$ cat config.mk
export PLATFORM = sky130hd
export DESIGN_NAME = ahb2_arbiter_nm_flat
export DESIGN_NICKNAME = d
export VERILOG_FILES = /design/src/rtl/ahb2_arbiter_nm_if.sv /design/src/rtl/ahb2_arbiter_nm.sv /design/src/flat_wrapper.sv
export SDC_FILE = /design/constraint.sdc
export NUM_CORES = 1
export LEC_CHECK = 0
export CORE_MARGIN = 10
export CORE_UTILIZATION = 30
export CTS_CLUSTER_SIZE = 12
export DETAILED_ROUTE_END_ITERATION = 12
export PLACE_DENSITY_LB_ADDON = 0.08
export SLEW_MARGIN = 20
export SYNTH_ARGS = -nofsm -noshare
export SYNTH_HDL_FRONTEND = slang
export SYNTH_SLANG_ARGS = --single-unit
$ cat constraint.sdc
create_clock -name clk -period 2.39 [get_ports clk]
set_input_delay 0.3585 -clock clk [delete_from_list [all_inputs] [get_ports clk]]
set_output_delay 0.3585 -clock clk [all_outputs]
set_load 0.02 [all_outputs]
$ cat src/rtl/ahb2_arbiter_nm_if.sv
// Purpose: request/grant and ownership bundle between AHB2 masters, bus fabric and the N-master arbiter.
// Latency: none (wires only).
// Backpressure: hready_i carries the bus-level stall into the arbiter.
// Ports: hbusreq_i/hlock_i per master, htrans_i/hburst_i of the address-phase owner, hready_i,
//        hgrant_o one-hot grant, hmaster_o/hmaster_data_o owner indices, hmastlock_o.
interface ahb2_arbiter_nm_if #(
    parameter int NUM_MST = 4
);
    localparam int MW = (NUM_MST > 1) ? $clog2(NUM_MST) : 1;

    logic [NUM_MST-1:0] hbusreq_i;
    logic [NUM_MST-1:0] hlock_i;
    logic [1:0]         htrans_i;
    logic [2:0]         hburst_i;
    logic               hready_i;
    logic [NUM_MST-1:0] hgrant_o;
    logic [MW-1:0]      hmaster_o;
    logic [MW-1:0]      hmaster_data_o;
    logic               hmastlock_o;

    // Requesting side: masters and fabric drive requests and the owner's transfer type.
    modport master (
        output hbusreq_i,
        output hlock_i,
        output htrans_i,
        output hburst_i,
        output hready_i,
        input  hgrant_o,
        input  hmaster_o,
        input  hmaster_data_o,
        input  hmastlock_o
    );

    // Arbiter side.
    modport slave (
        input  hbusreq_i,
        input  hlock_i,
        input  htrans_i,
        input  hburst_i,
        input  hready_i,
        output hgrant_o,
        output hmaster_o,
        output hmaster_data_o,
        output hmastlock_o
    );
endinterface

$ cat src/rtl/ahb2_arbiter_nm.sv
// Purpose: N-master AHB2 arbiter, fixed-priority or round-robin, burst- and HLOCK-aware.
// Latency: grant registers on the arbitration edge; ownership one hready edge later, data phase one more.
// Backpressure: hready_i low freezes grant, owner indices, lock flag and burst counter.
// Ports: clk, rst_n (async, active-low), bus (slave modport): hbusreq_i, hlock_i, htrans_i, hburst_i,
//        hready_i in; hgrant_o (one-hot), hmaster_o, hmaster_data_o, hmastlock_o out.
module ahb2_arbiter_nm #(
    parameter int NUM_MST     = 4,
    parameter int DEFAULT_MST = 0,
    parameter int ARB_MODE    = 1
) (
    input  logic              clk,
    input  logic              rst_n,
    ahb2_arbiter_nm_if.slave  bus
);
    localparam int MW = (NUM_MST > 1) ? $clog2(NUM_MST) : 1;
    localparam logic [MW-1:0] DEF_IDX = MW'(DEFAULT_MST);
    localparam logic [MW:0]   NUM_W   = (MW+1)'(NUM_MST);
    localparam logic [MW:0]   ONE_W   = (MW+1)'(1);

    typedef enum logic [1:0] {
        TR_IDLE   = 2'd0,
        TR_BUSY   = 2'd1,
        TR_NONSEQ = 2'd2,
        TR_SEQ    = 2'd3
    } htrans_e;

    // Beats still to issue after the NONSEQ address; WRAPn and INCRn share a length.
    function automatic logic [3:0] beats_after_first(input logic [2:0] hburst);
        logic [3:0] r;
        case (hburst)
            3'd2, 3'd3: r = 4'd3;
            3'd4, 3'd5: r = 4'd7;
            3'd6, 3'd7: r = 4'd15;
            default:    r = 4'd0;   // SINGLE, INCR
        endcase
        return r;
    endfunction

    logic [MW-1:0]          grant_idx;
    logic [MW-1:0]          hmaster_q;
    logic [MW-1:0]          hmaster_data_q;
    logic                   hmastlock_q;
    logic [3:0]             cnt;
    logic [3:0]             cnt_nxt;
    logic [MW-1:0]          winner;
    logic                   arb_ok;
    logic                   owner_lock;
    logic [MW:0]            grant_p1;
    logic [MW:0]            cand;
    logic [2*NUM_MST-1:0]   req_dbl;
    logic [2*NUM_MST-1:0]   req_rot;
    logic [NUM_MST-1:0]     grant_vec;
    htrans_e                trans;

    assign trans      = htrans_e'(bus.htrans_i);
    assign owner_lock = bus.hlock_i[grant_idx];

    // Value the burst counter takes at this edge; also feeds the arbitration decision.
    always_comb begin
        cnt_nxt = cnt;
        if (bus.hready_i) begin
            case (trans)
                TR_NONSEQ: cnt_nxt = beats_after_first(bus.hburst_i);
                TR_SEQ:    cnt_nxt = (cnt == 4'd0) ? 4'd0 : cnt - 4'd1;
                TR_IDLE:   cnt_nxt = 4'd0;
                default:   cnt_nxt = cnt;    // BUSY holds
            endcase
        end
    end

    // Re-arbitrate once the penultimate address is accepted, so the last beat
    // is still issued by the current owner while the new grant is already visible.
    assign arb_ok = bus.hready_i & ~owner_lock & (cnt_nxt <= 4'd1);

    // Round-robin: rotate a doubled request vector so bit j means master
    // (grant_idx + 1 + j) mod NUM_MST; the current owner lands in the last slot.
    assign req_dbl  = {bus.hbusreq_i, bus.hbusreq_i};
    assign grant_p1 = {1'b0, grant_idx} + ONE_W;
    assign req_rot  = req_dbl >> grant_p1;

    always_comb begin
        winner = DEF_IDX;
        cand   = '0;
        if (|bus.hbusreq_i) begin
            if (ARB_MODE == 0) begin
                // Descending scan: the last hit is the lowest set index.
                for (int j = NUM_MST - 1; j >= 0; j--) begin
                    if (bus.hbusreq_i[j]) begin
                        winner = MW'(j);
                    end
                end
            end else begin
                for (int j = NUM_MST - 1; j >= 0; j--) begin
                    cand = grant_p1 + (MW+1)'(j);
                    if (cand >= NUM_W) begin
                        cand = cand - NUM_W;
                    end
                    if (req_rot[j]) begin
                        winner = cand[MW-1:0];
                    end
                end
            end
        end
    end

    always_ff @(posedge clk or negedge rst_n) begin
        if (!rst_n) begin
            grant_idx      <= DEF_IDX;
            hmaster_q      <= DEF_IDX;
            hmaster_data_q <= DEF_IDX;
            hmastlock_q    <= 1'b0;
            cnt            <= 4'd0;
        end else if (bus.hready_i) begin
            cnt            <= cnt_nxt;
            // Ownership follows the grant held before this edge; data phase trails one more.
            hmaster_q      <= grant_idx;
            hmastlock_q    <= owner_lock;
            hmaster_data_q <= hmaster_q;
            if (arb_ok) begin
                grant_idx <= winner;
            end
        end
    end

    // Decoding a single index keeps the grant one-hot by construction.
    always_comb begin
        grant_vec            = '0;
        grant_vec[grant_idx] = 1'b1;
    end

    assign bus.hgrant_o       = grant_vec;
    assign bus.hmaster_o      = hmaster_q;
    assign bus.hmaster_data_o = hmaster_data_q;
    assign bus.hmastlock_o    = hmastlock_q;
endmodule

$ cat src/flat_wrapper.sv
// flat-port wrapper written by rule: the top's interface ports become plain ports
module ahb2_arbiter_nm_flat 
#(
    parameter int NUM_MST     = 4,
    parameter int DEFAULT_MST = 0,
    parameter int ARB_MODE    = 1
)
  (clk, rst_n, bus_hbusreq_i, bus_hlock_i, bus_htrans_i, bus_hburst_i, bus_hready_i, bus_hgrant_o, bus_hmaster_o, bus_hmaster_data_o, bus_hmastlock_o);
  ahb2_arbiter_nm_if #(.NUM_MST(NUM_MST)) bus_i ();
  input  logic clk;
  input  logic rst_n;
  input wire logic [$bits(bus_i.hbusreq_i)-1:0] bus_hbusreq_i;
  input wire logic [$bits(bus_i.hlock_i)-1:0] bus_hlock_i;
  input wire logic [$bits(bus_i.htrans_i)-1:0] bus_htrans_i;
  input wire logic [$bits(bus_i.hburst_i)-1:0] bus_hburst_i;
  input wire logic [$bits(bus_i.hready_i)-1:0] bus_hready_i;
  output wire logic [$bits(bus_i.hgrant_o)-1:0] bus_hgrant_o;
  output wire logic [$bits(bus_i.hmaster_o)-1:0] bus_hmaster_o;
  output wire logic [$bits(bus_i.hmaster_data_o)-1:0] bus_hmaster_data_o;
  output wire logic [$bits(bus_i.hmastlock_o)-1:0] bus_hmastlock_o;
  assign bus_i.hbusreq_i = bus_hbusreq_i;
  assign bus_i.hlock_i = bus_hlock_i;
  assign bus_i.htrans_i = bus_htrans_i;
  assign bus_i.hburst_i = bus_hburst_i;
  assign bus_i.hready_i = bus_hready_i;
  assign bus_hgrant_o = bus_i.hgrant_o;
  assign bus_hmaster_o = bus_i.hmaster_o;
  assign bus_hmaster_data_o = bus_i.hmaster_data_o;
  assign bus_hmastlock_o = bus_i.hmastlock_o;
  ahb2_arbiter_nm #(.NUM_MST(NUM_MST), .DEFAULT_MST(DEFAULT_MST), .ARB_MODE(ARB_MODE)) u_core (.clk(clk), .rst_n(rst_n), .bus(bus_i));
endmodule
Word level (Yosys, flattened, before mapping)
Cells that the tools add are included.
- bits in registers: 11
- input port bits: 16
- output and inout port bits: 9
- word-level logic and storage cells: 58
- add/subtract/negate cells: 9
- order comparisons: 7
- equal/unequal tests: 8
- shift-type cells: 1
- muxes and demuxes: 17
- bitwise gates (word level): 3
- reductions and logical operators: 8
- operators with widths (cell ; number):
    4-bit case mux with 3 select lines ; 2
    2-bit two-way mux ; 9
    3-bit == test, second input constant ; 4
    3-bit greater-or-equal comparator, second input constant ; 4
    4-bit two-way mux ; 2
    8-bit by 3-bit >> shifter with 4-bit output ; 1
    2-bit by 1-bit subtractor with 2-bit output, second input constant ; 4
    3-bit by 2-bit adder with 3-bit output, second input constant ; 2
    3-bit by 2-bit == test with 1-bit output, second input constant ; 2
    2-bit OR reduction ; 3
    2-bit == test, second input constant ; 2
    4-bit by 1-bit less-or-equal comparator with 1-bit output, second input constant ; 1
    4-bit zero test ; 1
    4-bit OR reduction ; 1
    4-bit by 1-bit subtractor with 4-bit output, second input constant ; 1
    2-bit by 1-bit adder with 3-bit output, second input constant ; 1
    3-bit by 1-bit adder with 3-bit output, second input constant ; 1
    2-bit by 3-bit < comparator with 1-bit output, second input constant ; 1
    1-bit bitwise AND ; 2
    1-bit binary-select mux with 2-bit select ; 1
    1-bit demux with 2-bit select ; 1
    2-bit by 1-bit greater-or-equal comparator with 1-bit output, second input constant ; 1
    2-bit zero test ; 1
    1-bit two-way mux ; 2
    other kinds (3) ; 3

Longest topological paths before layout
- depth after elaboration: 9
- mapped depth: 10
- gate-level depth less buffers: 8

Worst setup path before layout
Ideal clock, no wire load.
- kind: flip-flop to flip-flop
- from: register u_core.grant_idx[1]
- to: register u_core.grant_idx[1]
- setup time: 65 ps
- arrival time: 2262 ps
- required time: 2325 ps
- slack: 63 ps
- stages on the path, launching flop included: 10
- path buffers: 1
- period minus slack after synthesis: 2327 ps
- cells stage by stage: dfrtp_1 > inv_1 > ha_1 > clkbuf_1 > or4b_2 > o21ai_0 > a21oi_1 > a32o_1 > a31oi_1 > mux2_1
- longest elaborated chain between the ends: 9
- elaborated cells between the ends (all ways): 28
- classes of those cells: 8 x add/sub; 4 x order compare; 1 x shift; 11 x mux; 3 x bitwise; 1 x reduce/logical
- ends and longest elaborated chain (item ; RTL line ; text):
    start: declaration ; ahb2_arbiter_nm.sv:39 ; logic [MW-1:0] grant_idx;
    start signal: assignment ; ahb2_arbiter_nm.sv:120 ; grant_idx <= winner;
    2-bit by 1-bit adder with 3-bit output ; ahb2_arbiter_nm.sv:78 ; assign grant_p1 = {1'b0, grant_idx} + ONE_W;
    3-bit by 2-bit adder with 3-bit output ; ahb2_arbiter_nm.sv:94 ; cand = grant_p1 + (MW+1)'(j);
    3-bit greater-or-equal comparator or 2-bit by 1-bit subtractor with 2-bit output (tied branches) ; ahb2_arbiter_nm.sv:95, ahb2_arbiter_nm.sv:96 ;
    2-bit two-way mux ; ahb2_arbiter_nm.sv:95 ; if (cand >= NUM_W) begin
    2-bit two-way mux (4 in series) ; ahb2_arbiter_nm.sv:98 ; if (req_rot[j]) begin
    2-bit two-way mux ; ahb2_arbiter_nm.sv:84 ; if (|bus.hbusreq_i) begin
Several ways; a longest one is shown, not always the timed one. The select of a mux whose other input is x is not followed.
A chain may end at the register's enable or synchronous reset.

Final worst setup path
- from: input bus_hlock_i[3]
- to: register u_core.grant_idx[1]
- longest elaborated chain between the ends: 6
- ends and longest elaborated chain (item ; RTL line ; text):
    start: declaration ; flat_wrapper.sv:13 ; input wire logic [$bits(bus_i.hlock_i)-1:0] bus_hlock_i;
    1-bit binary-select mux with 2-bit select ; ahb2_arbiter_nm.sv:56 ; assign owner_lock = bus.hlock_i[grant_idx];
    1-bit two-way mux (not written as such) ; ahb2_arbiter_nm.sv:56 ;
    1-bit NOT ; ahb2_arbiter_nm.sv:73 ; assign arb_ok = bus.hready_i & ~owner_lock & (cnt_nxt <= 4'd1);
    1-bit bitwise AND (2 in series) ; ahb2_arbiter_nm.sv:73 ;
    2-bit AND reduction (no line) ; n/a ;
Every way passes these cells. The select of a mux whose other input is x is not followed.

==> impl_metrics.yaml <==
run_status:
  status: "finished, final reports clean"
flow_run:
  cap_violations: 0
setup_path:
  crit_fanout: 3
  timing.critical_path.to_type: "register"
  critPathLaunchType: "input port"
  worstSetupPathType: "in -> reg"
  critPathRequiredTime_ps: 2520
  critical_path.max_stage_delay_ps: 490
  reg2reg_slack_ps: 150
  crit_slowest_cell: "or4_4"
  crit_chain: "clkdlybuf4s50_1 > mux4_2 > a2111o_1 > or4_4 > mux2_1"
  arrival_ps: 2460
floorplanning:
  core_area_mm2: 0.00278
  initial_core_util: 0.318
  rows: 19
  fp.dieW_um: 74.3
  die-area_mm2: 0.00552
  io_pins: 25
  die_h_um: 74.3
yosys:
  yosysUniqueCellTypes: 40
  synth_edf_count: 0
  synthArstFlopShare: 1.00
  synth_cells: 96
  syn-cell-area_um2: 883
  synth_seq_area_share: 0.312
  synth_flop_cell: "dfrtp_1"
  synth_seq_cells: 11
  yosysWarnings: 0
  syn_avg_cell_area_um2: 9.20
  synthesis.nets: 117
power_and_ir_drop:
  irDropWorstVdd_mv: 0.506
  power.density_mw_per_mm2: 1020
  power_mw: 1.25
  p_leak_nw: 0.507
clocking:
  hold_buffers: 0
  cts_tree: "done"
  cts_buffers: 3
  cts-root-buf: "clkbuf_4"
  clock_latency_ps: 260
  htree_levels: 1
  clock_path_buffers: 2
  clkSinkCount: 11
  clk_pin_slew_ps: 70
sta:
  post-route-period-util: 0.972
  rsz0062_at_grt: "no"
  drv_slew: 0
  fin_setup_tns_ps: 0
  worst_pin_slew_ps: 491
  finalSetupViolCount: 0
  relSlewSlack: 0.672
  finalClockSkew_ps: 2.87
  fin_ws_ps: 67.8
  min_period_ps: 2320
  fmax_ghz: 0.431
  hold_viol: 0
placed_design:
  io_buffer_count: 23
  dp_hpwl_mm: 1.90
  dp.cells: 156
  place.gp.congestion: 0.853
  preCtsSetupSlack_ps: -210
layout:
  num_antenna_cells: 0
  final_util: 0.443
  layoutNonFillerInstCount: 160
  drive_gt1_frac: 0.202
  area_delta_synth_final_pct: 39.5
  fillers: 279
  nets: 151
global_routing:
  grt_first_pass_wirelength_mm: 3.82
  grt.overflow.total: 0
  grt_pass1_vias: 814
  track_usage: 0.0866
  grt_max_degree: 12
  antenna_found_initial: 0
drt:
  dr.first_iter.drc_count: 55
  via_per_inst: 5.32
  final_antenna_net_count: 0
  drcViolationCount: 0
  dr_total_vias: 851
  wl_per_cell_um: 14.7
  firstDrtPassIters: 4
  routed_wl_mm: 2.35
worst_hold_path:
  hp-class: "in -> async"
## path summary, 6_finish.rpt
path,cells after the start,to,startpoint
max in group asynchronous,1,u_core.grant_idx[1],rst_n
min in group clk,1,u_core.bus.hmaster_data_o[0],u_core.bus.hmaster_data_o[0]
worst max-delay path,5,u_core.grant_idx[1],bus_hlock_i[3]
worst max register to register,4,u_core.grant_idx[1],u_core.grant_idx[0]
worst min-delay path,1,u_core.bus.hmaster_o[0],rst_n
worst min register to register,1,u_core.bus.hmaster_data_o[0],u_core.bus.hmaster_data_o[0]
## repair_timing
item | 4_1_cts | 5_1_grt
resized for setup | 0 | 1
endpoints found under the hold margin | 0 | 0
endpoints found under the setup margin | 0 | 1
buffers inserted | 0 | 0
## critical path, delay by kind of cell
family / cells / cell delay (ps)
multiplexers: 2 / 810
AND/OR/NAND/NOR: 1 / 490
AO/OA/AOI/OAI: 1 / 400
buffers and inverters: 1 / 390
## layout by cell type, fill, tap and decap left out, types with 2 or more instances in the layout
cell type and n:
nand2_1 3, mux2_2 5, buf_4 13, ha_1 5
nor2_1 3, a21oi_1 5, nand3b_1 3, o211ai_1 2
or3_1 2, nand2b_1 3, a21o_1 2, inv_1 7
nor4_1 2, a31oi_1 2, o21ai_0 11, nor3b_1 2
clkdlybuf4s50_1 23, clkbuf_4 3, dfrtp_1 10
## area by class of cell
type | count | area [um2] | share of cell area
Timing Repair Buffer | 36 | 328 | 0.266
Clock buffer | 4 | 26.3 | 0.0213
Tap cell | 31 | 38.8 | 0.0315
Sequential cell | 11 | 277 | 0.224
Multi-Input combinational cell | 71 | 537 | 0.436
Inverter | 7 | 26.3 | 0.0213
## synthesized netlist by cell type (all sizes together) (2+ instances only)
cell type / instances / area share
or3: 2 / 0.014
nor3b: 2 / 0.017
mux2: 6 / 0.076
nand3b: 3 / 0.025
dfrtp: 11 / 0.31
o21ai: 11 / 0.062
a311o: 2 / 0.024
nor4: 2 / 0.014
clkbuf: 4 / 0.017
ha: 5 / 0.071
nand2b: 3 / 0.021
o211ai: 2 / 0.017
a21o: 2 / 0.017
inv: 7 / 0.030
or4: 2 / 0.021
buf: 3 / 0.034
nor2: 3 / 0.013
nand2: 3 / 0.013
a31oi: 2 / 0.014
and2: 2 / 0.014
a21oi: 5 / 0.028
## registers in the layout (all words and copies together), names as in the netlist
| register | count |
|---|---|
| u_core.bus.hmaster_data_o | 2 |
| u_core.bus.hmastlock_o | 1 |
| u_core.grant_idx | 2 |
| u_core.bus.hmaster_o | 2 |
| u_core.cnt | 4 |
## report_power, final
part           internal [mW]  switching (mW)  total (mW)  leakage (nW)
Combinational          0.415           0.394       0.809         0.357
Clock                 0.0644          0.0555       0.120        0.0150
Sequential             0.260          0.0654       0.325         0.135
Total                  0.739           0.515        1.25         0.507
## metrics by stage
| stage | area (um2) | hold slack, ps |
|---|---|---|
| 3_3_place_gp | 1200 | 489 |
| 2_1_floorplan | 883 | 62.9 |
| 4_1_cts | 1230 | 430 |
| 6_report | 1230 | 430 |
| 3_5_place_dp | 1200 | 495 |
| 5_1_grt | 1230 | 441 |
## routing by layer
layer | up-vias | share of wire | GRT usage
met3 | 2 | 0.072 | 0.0266
met4 | 0 | 0.0077 | 0.0366
li1 | 429 | - | -
met1 | 398 | 0.48 | 0.112
met2 | 22 | 0.44 | 0.130
met5 | - | 0 | 0
## cell families after synthesis
family,after synthesis,share of synthesized area
and+or+nand+nor,27,0.193
DFF,11,0.312
AOI/OAI and AO/OA,32,0.242
adders and majority gates,5,0.0708
buffers and inverters,14,0.0807
muxes,7,0.102
(Power assumes the default switching activity.)
